### config.mk
export PLATFORM = sky130hd
export DESIGN_NAME = hpi_txn_sequencer
export DESIGN_NICKNAME = d
export VERILOG_FILES = /design/src/rtl/hpi_txn_sequencer.sv
export SDC_FILE = /design/constraint.sdc
export NUM_CORES = 1
export LEC_CHECK = 0
export ABC_AREA = 1
export ABC_CLOCK_PERIOD_IN_PS = 1700
export BUFFER_PORTS_ARGS = -buffer_cell sky130_fd_sc_hd__clkbuf_2
export CORE_ASPECT_RATIO = 0.75
export CORE_MARGIN = 2
export CORE_UTILIZATION = 51
export CTS_CLUSTER_SIZE = 25
export DETAILED_ROUTE_END_ITERATION = 8
export GPL_ROUTABILITY_DRIVEN = 0
export PLACE_DENSITY = 0.8
export SLEW_MARGIN = 20
export SYNTH_ARGS = -nofsm -noshare
export SYNTH_HDL_FRONTEND = slang
export SYNTH_SLANG_ARGS = --single-unit
### constraint.sdc
create_clock -name clk_i -period 1.7 [get_ports clk_i]
set_input_delay 0.085 -clock clk_i [delete_from_list [all_inputs] [get_ports clk_i]]
set_output_delay 0.085 -clock clk_i [all_outputs]
set_load 0.02 [all_outputs]
### src/rtl/hpi_txn_sequencer.sv
// Turns single-word HPI read/write requests into timed active-low CS/RD/WR strobe
// sequences for the downstream pin interface, with an ADDRESS phase ahead of memory accesses.
module hpi_txn_sequencer #(
   parameter int unsigned SETUP_CYC  = 1,
   parameter int unsigned STROBE_CYC = 4,
   parameter int unsigned HOLD_CYC   = 2,
   parameter int unsigned RECOV_CYC  = 2
) (
   input  logic        clk_i,
   input  logic        rst_i,
   input  logic        req_valid_i,
   output logic        req_ready_o,
   input  logic        req_write_i,
   input  logic        req_mem_i,
   input  logic [1:0]  req_reg_i,
   input  logic [15:0] req_addr_i,
   input  logic [15:0] req_wdata_i,
   output logic        rsp_valid_o,
   output logic [15:0] rsp_rdata_o,
   output logic        busy_o,
   output logic [1:0]  hpi_address_o,
   output logic [15:0] hpi_data_out_o,
   input  logic [15:0] hpi_data_in_i,
   output logic        hpi_r_o,
   output logic        hpi_w_o,
   output logic        hpi_cs_o
);

   typedef enum logic [2:0] {IDLE, SETUP, STROBE, HOLD, GAP} state_e;

   localparam logic [3:0] SETUP_LD  = 4'(SETUP_CYC - 1);
   localparam logic [3:0] STROBE_LD = 4'(STROBE_CYC - 1);
   localparam logic [3:0] HOLD_LD   = 4'(HOLD_CYC - 1);
   localparam logic [3:0] RECOV_LD  = 4'(RECOV_CYC - 1);
   localparam logic [3:0] CAPT_CNT  = 4'(HOLD_CYC - 2);

   state_e      state_q, state_d;
   logic [3:0]  cnt_q, cnt_d;
   logic        addrPhase_q, addrPhase_d;
   logic        write_q, mem_q;
   logic [1:0]  reg_q;
   logic [15:0] addr_q, wdata_q, rdata_q;

   logic        accept, capture, phaseWrite;
   logic [1:0]  phaseReg;
   logic [15:0] phaseWdata;

   assign accept = req_valid_i && (state_q == IDLE);

   // The ADDR phase of a memory access always writes the latched address to register 2.
   assign phaseReg   = addrPhase_q ? 2'd2 : (mem_q ? 2'd0 : reg_q);
   assign phaseWrite = addrPhase_q | write_q;
   assign phaseWdata = addrPhase_q ? addr_q : wdata_q;

   // Pin data lags the strobe by two register stages, so sample in the second HOLD cycle.
   assign capture = (state_q == HOLD) && (cnt_q == CAPT_CNT) && !phaseWrite;

   always_ff @(posedge clk_i or posedge rst_i) begin
      if (rst_i) begin
         state_q     <= IDLE;
         cnt_q       <= '0;
         addrPhase_q <= 1'b0;
         write_q     <= 1'b0;
         mem_q       <= 1'b0;
         reg_q       <= '0;
         addr_q      <= '0;
         wdata_q     <= '0;
         rdata_q     <= '0;
      end else begin
         state_q     <= state_d;
         cnt_q       <= cnt_d;
         addrPhase_q <= addrPhase_d;
         if (accept) begin
            write_q <= req_write_i;
            mem_q   <= req_mem_i;
            reg_q   <= req_reg_i;
            addr_q  <= req_addr_i;
            wdata_q <= req_wdata_i;
         end
         if (capture) begin
            rdata_q <= hpi_data_in_i;
         end
      end
   end

   always_comb begin
      state_d     = state_q;
      cnt_d       = (cnt_q == 4'd0) ? 4'd0 : cnt_q - 4'd1;
      addrPhase_d = addrPhase_q;
      case (state_q)
         IDLE: begin
            if (accept) begin
               state_d     = SETUP;
               cnt_d       = SETUP_LD;
               addrPhase_d = req_mem_i;
            end
         end
         SETUP: begin
            if (cnt_q == 4'd0) begin
               state_d = STROBE;
               cnt_d   = STROBE_LD;
            end
         end
         STROBE: begin
            if (cnt_q == 4'd0) begin
               state_d = HOLD;
               cnt_d   = HOLD_LD;
            end
         end
         HOLD: begin
            if (cnt_q == 4'd0) begin
               state_d = GAP;
               cnt_d   = RECOV_LD;
            end
         end
         GAP: begin
            if (cnt_q == 4'd0) begin
               if (addrPhase_q) begin
                  state_d     = SETUP;
                  cnt_d       = SETUP_LD;
                  addrPhase_d = 1'b0;
               end else begin
                  state_d = IDLE;
               end
            end
         end
         default: state_d = IDLE;
      endcase
   end

   always_comb begin
      hpi_cs_o       = 1'b1;
      hpi_r_o        = 1'b1;
      hpi_w_o        = 1'b1;
      hpi_address_o  = 2'd0;
      hpi_data_out_o = 16'd0;
      rsp_valid_o    = 1'b0;
      case (state_q)
         SETUP, STROBE, HOLD: begin
            hpi_cs_o       = 1'b0;
            hpi_address_o  = phaseReg;
            hpi_data_out_o = phaseWdata;
            if (state_q == STROBE) begin
               hpi_w_o = !phaseWrite;
               hpi_r_o = phaseWrite;
            end
         end
         GAP: rsp_valid_o = !addrPhase_q && (cnt_q == RECOV_LD);
         default: ;
      endcase
   end

   assign req_ready_o = (state_q == IDLE) && !rst_i;
   assign busy_o      = !req_ready_o;
   assign rsp_rdata_o = rdata_q;

endmodule
==> impl_metrics.json, run 1 <==
{
  "clock_latency_ns": 0.34,
  "antenna_found_initial": 0,
  "p_leak_nw": 2.44,
  "dp_hpwl_um": 4660,
  "cts_htree_levels": 3,
  "crit_arrival_ns": 1.55,
  "netSwitchingFraction_pct": 44.9,
  "start_util_pct": 53.6,
  "slew_viol_final": 0,
  "dieWidth_um": 91.3,
  "startpoint_type": "flop",
  "vdd_drop_max_mv": 0.946,
  "track_usage_pct": 26.1,
  "post-route-util_pct": 77.7,
  "cp_data_required_time_ns": 1.62,
  "p_total_w": 0.00805,
  "synth.avg_cell_area_um2": 7.60,
  "fillCellCount": 383,
  "grt_pass1_vias": 2891,
  "drive_gt1_share_pct": 24.6,
  "n_antenna_cell": 0,
  "nets": 589,
  "rsz0062_at_grt": "true",
  "pin_count": 95,
  "synth_cell_types": 27,
  "synthMuxAreaShare_pct": 0,
  "maxCapViolations": 0,
  "synth-simple-area-share_pct": 34.9,
  "wire_per_inst_um": 13.1,
  "cts_root_buf": "clkbuf_8",
  "p_switching_w": 0.00361,
  "fmax_ghz": 0.611,
  "pre_cts_ws_ns": 0.259,
  "slew_headroom_pct": 66.7,
  "clock-sinks": 60,
  "r2r_start": "cnt_q[0]",
  "fp.dieH_um": 69.5,
  "wl_um": 8050,
  "path_clk_slew_ns": 0.07,
  "dr.pass1.iters": 5,
  "synth-async-reset-ratio_pct": 100,
  "internal_power_w": 0.00444,
  "critPathCaptureType": "primary output",
  "clockBufferDepth": 2,
  "synth.area.top_cells": "dfrtp_1 (51%), nand2_1 (25%), inv_1 (4.6%)",
  "synth_top_area_share_pct": 51.5,
  "finalCriticalPeriod_ns": 1.64,
  "cts_made_buffers": 9,
  "vias": 3008,
  "rows": 23,
  "overflow": 0,
  "netlist_area_um2": 2920,
  "ys_ff_latch": 60,
  "yosys_most_used_dff": "dfrtp_1",
  "p_per_area_nw_per_um2": 1900,
  "synth_adder_area_share_pct": 0.858,
  "hold_start": "hpi_data_in_i[13]",
  "area_growth_pct": 44.9,
  "clkPwrFrac_pct": 18.5,
  "io_buffers": 94,
  "drc": 0,
  "synth_xor_area_share_pct": 0,
  "startpoint": "addrPhase_q",
  "fin_skew_ns": 0.00936,
  "dr.first_iter.drc_count": 159,
  "pwr-share-comb_pct": 49.7,
  "syn_inst": 384,
  "synth_compound_area_share_pct": 4.37,
  "die_area_um2": 6350,
  "yosysWarningCount": 0,
  "timing.critical_path.fanout_max": 12,
  "core_area_um2": 5440,
  "grt_max_degree": 46,
  "setup_viol": 0,
  "fin_crit_sh_pct": 96.2,
  "hold_viol": 0,
  "totalNegativeSetupSlack_ns": 0,
  "yosysSeqAreaShare_pct": 51.5,
  "grt_pass1_wl_um": 13100,
  "synth_top_family_by_area": "simple AND/OR/NAND/NOR gates",
  "tightest_slew_ns": 0.499,
  "post_cts_buffers": 0,
  "synth_area_leader_cell": "dfrtp_1",
  "hp-class": "in -> reg",
  "status": "finished, final reports clean",
  "syn_nets": 441,
  "ant_nets": 0,
  "viasPerCell": 4.92,
  "critPathKind": "reg -> out",
  "layout_setup_ws_ns": 0.0643,
  "seq_power_share_pct": 31.8,
  "synth_enable_flop_cells": 0,
  "cts_tree": "built"
}
==> critical path, cell delays in order, from the launching register on <==
cell        delay, ns
dfrtp_1          0.44
clkinvlp_4       0.23
nand3_1          0.12
nor3_1           0.21
clkbuf_2         0.21
==> power groups by stage <==
stage / combinational [W] / clock [W] / sequential (W)
3_3_place_gp: 0.00367 / 0 / 0.00253
3_5_place_dp: 0.00377 / 0 / 0.00255
2_1_floorplan: 0.00252 / 0 / 0.00271
4_1_cts: 0.00391 / 0.00150 / 0.00254
6_report: 0.00400 / 0.00149 / 0.00256
5_1_grt: 0.00445 / 0.00158 / 0.00265
==> placed cells by master (no fill, tap or decap), types with 4 or more instances in the layout <==
master	netlist	final
inv_2	4	5
dlygate4sd3_1	0	52
clkbuf_8	0	12
nand3_1	24	24
inv_1	36	34
nor2_1	7	7
o21ai_1	9	9
nand2_1	197	197
o21ai_0	11	11
clkbuf_2	0	94
dfrtp_1	60	58
a21oi_1	4	4
==> cell families after synthesis <==
| group | Yosys count |
|---|---|
| adders and majority gates | 2 |
| AOI/OAI and AO/OA | 25 |
| buffers and inverters | 55 |
| DFF | 60 |
| and+or+nand+nor | 242 |
==> worst paths after layout <==
path / slack [ns] / end / depth (start not counted)
worst max-delay path: 0.06 / rsp_valid_o / 4
worst min-delay path: 0.009 / rsp_rdata_o[13] / 3
worst max register to register: 0.19 / rsp_rdata_o[11] / 7
worst min register to register: 0.47 / rsp_rdata_o[14] / 2
max in group asynchronous: 0.82 / cnt_q[0] / 4
min in group asynchronous: 0.32 / rsp_rdata_o[8] / 3
==> cells in the mapped netlist, types with 2 or more instances <==
| library cell | number |
|---|---|
| buf_6 | 2 |
| inv_2 | 4 |
| nor2_4 | 2 |
| o21ai_1 | 9 |
| dfrtp_1 | 60 |
| nand3_1 | 24 |
| nand2_1 | 197 |
| o21ai_0 | 11 |
| nor2_1 | 7 |
| buf_2 | 7 |
| buf_4 | 4 |
| clkbuf_1 | 2 |
| ha_1 | 2 |
| inv_1 | 36 |
| a21oi_1 | 4 |
| nor3_1 | 2 |
==> through the flow <==
stage	hold slack, ns	instances	area, um2
floorplan	0.195	384	2920
global placement	0.144	544	3460
detailed placement	0.148	544	3460
CTS	0.00110	612	4220
global route	0.00523	612	4230
finish	0.00936	612	4230
==> state kept, by name, summed over array words and instances (netlist names) <==
name         flops
write_q          1
reg_q            2
wdata_q         16
rsp_rdata_o     16
state_q          3
addr_q          16
mem_q            1
addrPhase_q      1
cnt_q            4
==> layer usage <==
layer  vias to the layer above  global-route usage (%)  part of all wire [%]
li1                       1466                       -                     -
met2                       110                    44.3                    49
met4                         0                    9.26                   3.4
met5                         -                       0                     0
met3                        29                    7.07                   5.6
met1                      1403                    32.2                    42
==> timing repair <==
item                                    CTS  global route
gates resized for setup                   2             3
gates cloned                              0             0
endpoints found under the hold margin    73             0
hold buffers                             52             0
endpoints found under the setup margin    4            12
==> area by class of cell <==
class                      instances  area, um2  area share [%]
clock buffer                      13        169            4.00
sequential                        60       1500            35.6
inverter                          40        154            3.64
clock inverter                     3       67.6            1.60
multi-input combinational        269       1170            27.7
timing repair buffer             152       1070            25.3
tap                               75       93.8            2.22
No activity file was read; power rests on OpenSTA's default activity.
==> run 2: changes to the inputs <==
--- a/config.mk
+++ b/config.mk
@@ -5,15 +5,15 @@
 export SDC_FILE = /design/constraint.sdc
 export NUM_CORES = 1
 export LEC_CHECK = 0
-export ABC_AREA = 1
 export ABC_CLOCK_PERIOD_IN_PS = 1700
 export BUFFER_PORTS_ARGS = -buffer_cell sky130_fd_sc_hd__clkbuf_2
 export CORE_ASPECT_RATIO = 0.75
 export CORE_MARGIN = 2
-export CORE_UTILIZATION = 51
+export CORE_UTILIZATION = 50
 export CTS_CLUSTER_SIZE = 25
 export DETAILED_ROUTE_END_ITERATION = 8
 export GPL_ROUTABILITY_DRIVEN = 0
+export GPL_TIMING_DRIVEN = 0
 export PLACE_DENSITY = 0.8
 export SLEW_MARGIN = 20
 export SYNTH_ARGS = -nofsm -noshare
==> impl_metrics.json, run 2 <==
{
  "antenna_found_initial": 0,
  "cts_tree": "built",
  "fp.dieH_um": 68.2,
  "core_area_um2": 5320,
  "clkPwrFrac_pct": 17.9,
  "tightest_slew_ns": 0.396,
  "dr.pass1.iters": 4,
  "dp_hpwl_um": 4300,
  "synth.avg_cell_area_um2": 13.2,
  "synth_top_area_share_pct": 54.7,
  "critPathKind": "reg -> out",
  "hp-class": "in -> reg",
  "clock-sinks": 60,
  "syn_inst": 208,
  "slew_headroom_pct": 73.6,
  "synth_enable_flop_cells": 0,
  "yosys_most_used_dff": "dfrtp_1",
  "seq_power_share_pct": 31.0,
  "path_clk_slew_ns": 0.07,
  "synth.area.top_cells": "dfrtp_1 (55%), mux2_2 (16%), mux2i_1 (6.2%)",
  "cts_made_buffers": 9,
  "synth_top_cells_by_count": "dfrtp_1 (60), mux2_2 (39), nor2_1 (24)",
  "synth_cell_types": 31,
  "vdd_drop_max_mv": 1.15,
  "hold_viol": 0,
  "overflow": 0,
  "p_per_area_nw_per_um2": 2010,
  "dieWidth_um": 89.6,
  "area_growth_pct": 55.9,
  "finalNonFillerCells": 453,
  "wire_per_inst_um": 17.3,
  "n_antenna_cell": 0,
  "p_total_w": 0.00860,
  "final_common_cell": "clkbuf_2",
  "critPathCaptureType": "primary output",
  "netSwitchingFraction_pct": 39.6,
  "pin_count": 95,
  "setup_viol": 0,
  "dr.first_iter.drc_count": 109,
  "cp_data_required_time_ns": 1.62,
  "nets": 430,
  "synth.most_common_cell": "dfrtp_1",
  "drive_gt1_share_pct": 51.3,
  "stdcell_area_um2": 4280,
  "grt_pass1_wl_um": 11900,
  "clockBufferDepth": 2,
  "finalCriticalPeriod_ns": 1.66,
  "cts_root_buf": "clkbuf_8",
  "yosysWarningCount": 0,
  "grt_pass1_vias": 2401,
  "placed_cell_area_um2": 3330,
  "die_area_um2": 6110,
  "timing.critical_path.fanout_max": 6,
  "fin_skew_ns": 0.00931,
  "netlist_area_um2": 2750,
  "clock_latency_ns": 0.34,
  "rows": 23,
  "internal_power_w": 0.00520,
  "wl_um": 7840,
  "synth-async-reset-ratio_pct": 100,
  "maxCapViolations": 0,
  "pwr-share-comb_pct": 51.1,
  "status": "finished, final reports clean",
  "p_switching_w": 0.00340,
  "p_leak_nw": 2.07,
  "crit_arrival_ns": 1.58,
  "fmax_ghz": 0.601,
  "fillCellCount": 298,
  "fin_crit_sh_pct": 97.9,
  "start_util_pct": 51.6,
  "ant_nets": 0,
  "cts_htree_levels": 3,
  "placed_cells": 378,
  "totalNegativeSetupSlack_ns": 0,
  "syn_nets": 265,
  "drc": 0,
  "yosysSeqAreaShare_pct": 54.7,
  "io_buffers": 94,
  "ys_ff_latch": 60,
  "startpoint_type": "flop",
  "track_usage_pct": 27.0,
  "grt_max_degree": 32,
  "viasPerCell": 4.99,
  "r2r_setup_slack_ns": 0.05,
  "synth_area_leader_cell": "dfrtp_1",
  "slew_viol_final": 0,
  "final_cell_mix": "clkbuf_2 (90), dfrtp_1 (56), dlygate4sd3_1 (53)",
  "vias": 2262
}
## run 2: changes by cell type in the layout (fill, tap and decap cells not counted), moves of 10 or more
cell     change
nor2_1      +17
inv_1       -32
nand3_1     -19
mux2_4      +10
mux2i_1     +16
nand2_1    -193
mux2_2      +39
## run 2: kinds of logic (layout without fill, tap and decap cells)
| logic type | Yosys count | after routing | synth area share (%) |
|---|---|---|---|
| adder cells (fa/ha/maj) | 2 | 2 | 0.911 |
| AO/OA/AOI/OAI | 9 | 9 | 1.73 |
| XOR/XNOR | 1 | 1 | 0.319 |
| flip-flops | 60 | 60 | 54.7 |
| buffers and inverters | 16 | 186 | 3.01 |
| AND/OR/NAND/NOR | 52 | 52 | 10.9 |
| multiplexers | 68 | 68 | 28.5 |
## run 2: layout make-up
cell class / instances / area, um2 / area share, %
Multi-Input combinational cell: 132 / 1230 / 28.7
Tap cell: 75 / 93.8 / 2.19
Clock inverter: 5 / 100 / 2.34
Clock buffer: 11 / 131 / 3.07
Timing Repair Buffer: 155 / 1080 / 25.3
Buffer: 10 / 119 / 2.78
Sequential cell: 60 / 1510 / 35.2
Inverter: 5 / 21.3 / 0.497
## run 2: layer usage
layer	GRT usage [%]	routed length (um)
met5	0	0
met4	6.90	129
met3	8.20	364
met2	48.3	4200
met1	31.9	3140
## run 2: metrics by stage
step	setup slack (ns)	hold WS (ns)	utilization, %
final	0.0350	0.0961	80.4
after global routing	-0.000181	0.114	80.4
after global placement	-0.603	0.308	62.2
after floorplan	0.000924	0.214	-
after detailed placement	-0.0574	0.118	62.6
after CTS	-0.0203	0.0954	79.2
## run 2: final timing paths
| path | start | end | cells past startpoint |
|---|---|---|---|
| min in group asynchronous | rst_i | wdata_q[10] | 3 |
| min | req_valid_i | addrPhase_q | 4 |
| max | state_q[0] | req_ready_o | 4 |
| min reg2reg | wdata_q[3] | wdata_q[3] | 1 |
| max reg2reg | state_q[1] | wdata_q[12] | 5 |
| max in group asynchronous | rst_i | addrPhase_q | 4 |
## run 2: repair_timing
| item | in CTS | in global routing |
|---|---|---|
| setup buffers | 6 | 1 |
| pin swaps | 1 | 3 |
| hold buffers | 53 | 0 |
| endpoints found under the setup margin | 38 | 76 |
| gates resized for setup | 24 | 22 |
| hold endpoints to repair | 81 | 0 |
## run 2: power by group through the flow
stage	combinational, W	clock [W]	sequential (W)
finish	0.00439	0.00154	0.00267
floorplan	0.00248	0	0.00276
CTS	0.00413	0.00155	0.00261
global placement	0.00366	0	0.00258
global route	0.00473	0.00163	0.00275
detailed placement	0.00374	0	0.00263
## run 2: worst max-delay path, cell delays in order (launching register included)
cell and delay, ns:
dfrtp_2 0.42, or2_4 0.30, or3_4 0.36, inv_2 0.06
buf_6 0.11
